$ cat config.mk
export PLATFORM = sky130hd
export DESIGN_NAME = wb_host_initiator
export DESIGN_NICKNAME = d
export VERILOG_FILES = /design/src/rtl/wb_host_pkg.sv /design/src/rtl/wb_timeout_ctr.sv /design/src/rtl/wb_host_initiator.sv
export SDC_FILE = /design/constraint.sdc
export NUM_CORES = 1
export LEC_CHECK = 0
export CORE_MARGIN = 1.5
export CORE_UTILIZATION = 41
export CTS_BUF_LIST = sky130_fd_sc_hd__clkbuf_16
export CTS_CLUSTER_SIZE = 30
export DETAILED_ROUTE_END_ITERATION = 10
export GPL_TIMING_DRIVEN = 0
export HOLD_SLACK_MARGIN = 0.02
export PLACE_DENSITY = 0.89
export SYNTH_ARGS = -nofsm -noshare
export SYNTH_HDL_FRONTEND = slang
export SYNTH_HIERARCHICAL = 1
export SYNTH_SLANG_ARGS = --single-unit
$ cat constraint.sdc
create_clock -name wb_clk_i -period 2.3 [get_ports wb_clk_i]
set_input_delay 0.575 -clock wb_clk_i [delete_from_list [all_inputs] [get_ports wb_clk_i]]
set_output_delay 0.575 -clock wb_clk_i [all_outputs]
set_load 0.005 [all_outputs]
$ cat src/rtl/wb_host_pkg.sv
// Shared types and default widths for the Wishbone host initiator.
package wb_host_pkg;

    localparam int WB_ADDR_W  = 32;
    localparam int WB_DATA_W  = 32;
    localparam int WB_SEL_W   = WB_DATA_W / 8;
    localparam int WB_TIMEOUT = 255;
    localparam int WB_TO_W    = 8;

    typedef enum logic [1:0] {
        IDLE = 2'd0,
        BUS  = 2'd1,
        RESP = 2'd2
    } wb_state_e;

    typedef struct packed {
        logic                 we;
        logic [WB_ADDR_W-1:0] adr;
        logic [WB_DATA_W-1:0] dat;
        logic [WB_SEL_W-1:0]  sel;
    } wb_cmd_t;

endpackage

$ cat src/rtl/wb_timeout_ctr.sv
// Bus-cycle watchdog: counts enabled cycles after a clear and flags when the
// count reaches TIMEOUT.
module wb_timeout_ctr #(
    parameter int TIMEOUT = 255,
    parameter int TO_W    = 8
) (
    input  logic clk,
    input  logic rst_n,
    input  logic clear,
    input  logic enable,
    output logic expired
);

    logic [TO_W-1:0] count_q;

    always_ff @(posedge clk or negedge rst_n) begin
        if (!rst_n) begin
            count_q <= '0;
        end else if (clear) begin
            count_q <= '0;
        end else if (enable) begin
            count_q <= count_q + 1'b1;
        end
    end

    assign expired = (count_q == TO_W'(TIMEOUT));

endmodule

$ cat src/rtl/wb_host_initiator.sv
// Wishbone classic single-transfer master: turns valid/ready commands into
// bus cycles and returns one response per command, aborting on a missing ack.
module wb_host_initiator
    import wb_host_pkg::*;
#(
    parameter int ADDR_W  = WB_ADDR_W,
    parameter int DATA_W  = WB_DATA_W,
    parameter int SEL_W   = DATA_W / 8,
    parameter int TIMEOUT = WB_TIMEOUT,
    parameter int TO_W    = WB_TO_W
) (
    input  logic              wb_clk_i,
    input  logic              wb_rst_n_i,
    input  logic              cmd_valid_i,
    output logic              cmd_ready_o,
    input  logic              cmd_we_i,
    input  logic [ADDR_W-1:0] cmd_adr_i,
    input  logic [DATA_W-1:0] cmd_dat_i,
    input  logic [SEL_W-1:0]  cmd_sel_i,
    output logic              rsp_valid_o,
    input  logic              rsp_ready_i,
    output logic [DATA_W-1:0] rsp_dat_o,
    output logic              rsp_err_o,
    output logic              wbm_cyc_o,
    output logic              wbm_stb_o,
    output logic              wbm_we_o,
    output logic [SEL_W-1:0]  wbm_sel_o,
    output logic [ADDR_W-1:0] wbm_adr_o,
    output logic [DATA_W-1:0] wbm_dat_o,
    input  logic [DATA_W-1:0] wbm_dat_i,
    input  logic              wbm_ack_i
);

    wb_state_e         state_q, state_d;
    wb_cmd_t           cmd_q;
    logic              ready_en_q;
    logic              cyc_q;
    logic              rsp_valid_q;
    logic              rsp_err_q;
    logic [DATA_W-1:0] rsp_dat_q;

    logic accept, ack_done, timed_out, rsp_done;
    logic ctr_clear, ctr_en, ctr_expired;

    wb_timeout_ctr #(
        .TIMEOUT (TIMEOUT),
        .TO_W    (TO_W)
    ) u_timeout (
        .clk     (wb_clk_i),
        .rst_n   (wb_rst_n_i),
        .clear   (ctr_clear),
        .enable  (ctr_en),
        .expired (ctr_expired)
    );

    always_ff @(posedge wb_clk_i or negedge wb_rst_n_i) begin
        if (!wb_rst_n_i) begin
            state_q    <= IDLE;
            ready_en_q <= 1'b0;
        end else begin
            state_q    <= state_d;
            ready_en_q <= 1'b1;
        end
    end

    // Ack is checked before the timeout so an ack on the final cycle still counts.
    always_comb begin
        state_d     = state_q;
        cmd_ready_o = 1'b0;
        accept      = 1'b0;
        ack_done    = 1'b0;
        timed_out   = 1'b0;
        rsp_done    = 1'b0;
        ctr_clear   = 1'b0;
        ctr_en      = 1'b0;
        case (state_q)
            IDLE: begin
                cmd_ready_o = ready_en_q;
                if (cmd_valid_i && ready_en_q) begin
                    accept    = 1'b1;
                    ctr_clear = 1'b1;
                    state_d   = BUS;
                end
            end
            BUS: begin
                if (wbm_ack_i) begin
                    ack_done = 1'b1;
                    state_d  = RESP;
                end else if (ctr_expired) begin
                    timed_out = 1'b1;
                    state_d   = RESP;
                end else begin
                    ctr_en = 1'b1;
                end
            end
            RESP: begin
                if (rsp_ready_i) begin
                    rsp_done = 1'b1;
                    state_d  = IDLE;
                end
            end
            default: state_d = IDLE;
        endcase
    end

    always_ff @(posedge wb_clk_i or negedge wb_rst_n_i) begin
        if (!wb_rst_n_i) begin
            cmd_q       <= '0;
            cyc_q       <= 1'b0;
            rsp_valid_q <= 1'b0;
            rsp_err_q   <= 1'b0;
            rsp_dat_q   <= '0;
        end else begin
            if (accept) begin
                cmd_q <= '{we: cmd_we_i, adr: cmd_adr_i, dat: cmd_dat_i, sel: cmd_sel_i};
                cyc_q <= 1'b1;
            end
            if (ack_done || timed_out) begin
                cyc_q       <= 1'b0;
                rsp_valid_q <= 1'b1;
                rsp_err_q   <= timed_out;
                rsp_dat_q   <= (ack_done && !cmd_q.we) ? wbm_dat_i : '0;
            end
            if (rsp_done) begin
                rsp_valid_q <= 1'b0;
            end
        end
    end

    assign wbm_cyc_o   = cyc_q;
    assign wbm_stb_o   = cyc_q;
    assign wbm_we_o    = cmd_q.we;
    assign wbm_adr_o   = cmd_q.adr;
    assign wbm_dat_o   = cmd_q.dat;
    assign wbm_sel_o   = cmd_q.sel;
    assign rsp_valid_o = rsp_valid_q;
    assign rsp_err_o   = rsp_err_q;
    assign rsp_dat_o   = rsp_dat_q;

endmodule

==> impl_metrics.yaml <==
power_and_ir_drop:
  power_density_nw_per_um2: 1150
  ir_drop_mv: 0.655
  p_sw_uw: 2100
  p_comb_frac: 0.325
  clkPwrFrac: 0.290
  seq_power_share: 0.385
  switching_share: 0.251
  internal_power_uw: 6250
  p_leak_uw: 0.00309
placement:
  dp_hpwl_um: 8340
  place_area_um2: 6680
  numPortBuffers: 211
  routabilityCongestion: 0.768
  dpl.cell_count: 627
synthesis:
  synth_area_um2: 4370
  synth_cells: 279
  ys_seq_elements: 115
  synth-seq-area-share: 0.658
  syn-num-nets: 386
  ys_types: 31
  synth_area_leaders: "dfrtp_1 66%, mux2_1 18%, a22o_1 6.4%"
  syn_area_per_cell_um2: 15.7
  ys_warn_count: 6
  synth_flop_cell: "dfrtp_1"
  synth_edf_count: 0
  synthDominantCellAreaShare: 0.658
  yosysTopAreaCell: "dfrtp_1"
  synthArstFlopShare: 1.00
grt:
  grt_pass1_vias: 3524
  grt_max_degree: 75
  grt_pass1_wl_um: 18000
  grt.overflow.total: 0
  track_usage: 0.208
  grt_antenna_before_repair: 0
finish:
  num_antenna_cells: 0
  postLayoutCellArea_um2: 7230
  drive_gt1_frac: 0.0920
  mostFrequentLayoutCells: "210 x clkdlybuf4s50_1, 115 x dfrtp_1, 69 x mux2_1"
  nets: 617
  area_growth_pct: 65.3
  fin_util: 0.700
  layout_commonest_cell: "clkdlybuf4s50_1"
  stdcell_count: 658
sta:
  rsz0062_at_grt: "no"
  finalCriticalPeriod_ns: 2.14
  drv_slew: 0
  skew_ns: 0.00845
  setup_viol: 0
  hold_viol: 0
  fmax_ghz: 0.467
  post-route-period-util: 0.930
  whs_ns: 0.172
  worst_slew_pin_slew_ns: 0.572
  slew_headroom: 0.616
hold_path:
  worstHoldPathType: "in2async"
worst_setup_path:
  r2r_cells: 8
  rr_startpoint: "u_timeout/count_q[0]"
  r2r_slack_ns: 0.24
  rr_endpoint: "u_timeout/count_q[7]"
  cp-end-kind: "output pin"
  crit_required_ns: 1.73
  worstPathMaxFanout: 4
  critPathLaunchType: "flop"
  critPathKind: "reg2out"
  arrival_ns: 1.56
cts:
  ctsRootBufferMaster: "clkbuf_16"
  htreeDepth: 4
  clk_path_buf_depth: 2
  cts_hold_buf: 0
  clk_pin_slew_worst_paths_ns: 0.05
  postCtsSetupBuffers: 0
  cts_sinks: 115
  numCtsBuffers: 17
  clk_latency_ns: 0.40
  cts_tree: "yes"
  cts_resized: 0
routing:
  viasPerCell: 4.90
  wl_per_cell_um: 17.0
  drc: 0
  drt-pass1-iter-count: 6
  postRouteAntennaNets: 0
  drt_iter0_markers: 116
  drt_wl_total_um: 11200
  via_count: 3223
die:
  core_um2: 10300
  num_rows: 37
  die_h_um: 106
  die_area_um2: 11300
  pin_count: 212
  fp.dieW_um: 106
  initial_core_util: 0.423
run_status:
  status: "completed"
flow_run:
  max_cap_violations: 0
[worst max-delay path, cell delays in order (launching register included)]
cell and delay (ns):
dfrtp_1 0.42, nor3b_2 0.21, clkdlybuf4s50_1 0.54
[power groups by stage]
stage,Combinational (uW),Sequential (uW),Clock [uW]
finish,2720,3210,2420
global route,2910,3320,2570
CTS,2760,3220,2460
detailed placement,2740,3240,0
global placement,2670,3180,0
floorplan,750,3250,0
[how the worst max path moves through the flow]
stage	startpoint	to	slack, ns	cells past startpoint
global placement	wb_rst_n_i	wbm_adr_o[25]	-3.51	1
floorplan	u_timeout/count_q[0]	u_timeout/count_q[5]	0.51	8
finish	state_q[0]	cmd_ready_o	0.16	2
global route	state_q[0]	cmd_ready_o	0.07	2
CTS	state_q[0]	cmd_ready_o	0.13	2
detailed placement	wbm_ack_i	state_q[1]	0.10	4
[sequential cells by signal, indices dropped and copies added (netlist names)]
| name | flops |
|---|---|
| rsp_dat_o | 32 |
| wbm_adr_o | 32 |
| wbm_dat_o | 32 |
| u_timeout/count_q | 8 |
| wbm_sel_o | 4 |
| state_q | 2 |
| ready_en_q | 1 |
| rsp_err_o | 1 |
| rsp_valid_o | 1 |
| wbm_cyc_o | 1 |
| wbm_we_o | 1 |
[synth_stat cells, types with 2 or more instances]
cell type  count
a21oi_1        5
a22o_1        32
buf_2          6
buf_4          2
buf_6          7
dfrtp_1      115
inv_1          2
mux2_1        69
nand2_1        2
nand2b_1       2
nand3_1        3
nand4_1        2
nor2_1         6
nor3b_2        2
o21ai_0        4
or3_1          3
xor2_1         3
[layout make-up]
type	instances	area [um2]
Clock inverter	14	124
Sequential cell	115	2880
Buffer	17	143
Tap cell	136	170
Inverter	2	7.51
Clock buffer	17	425
Fill cell	720	3100
Timing Repair Buffer	212	2140
Multi-Input combinational cell	145	1340
[cell families after synthesis]
logic type / Yosys count / synth area share
and+or+nand+nor: 25 / 0.0363
muxes: 70 / 0.180
AOI/OAI and AO/OA: 44 / 0.0793
DFF: 115 / 0.658
xor gates and xnor gates: 4 / 0.00802
buffers and inverters: 19 / 0.0343
other: 1 / 0.000858
adders and majority gates: 1 / 0.00286
[metal layers]
metal	share of wire	track usage	vias to the layer above
met3	0.084	0.0693	20
met1	0.38	0.232	1578
met4	0.017	0.0772	0
met2	0.52	0.368	154
li1	-	-	1471
met5	0	0	-
[per-stage QoR]
step	total power [uW]	setup TNS, ns	setup WS [ns]
floorplan	4000	0	0.508
global placement	5860	-402.84	-3.51
detailed placement	5980	0	0.105
CTS	8440	0	0.130
global route	8800	0	0.0730
finish	8350	0	0.161
(Power assumes the default switching activity.)
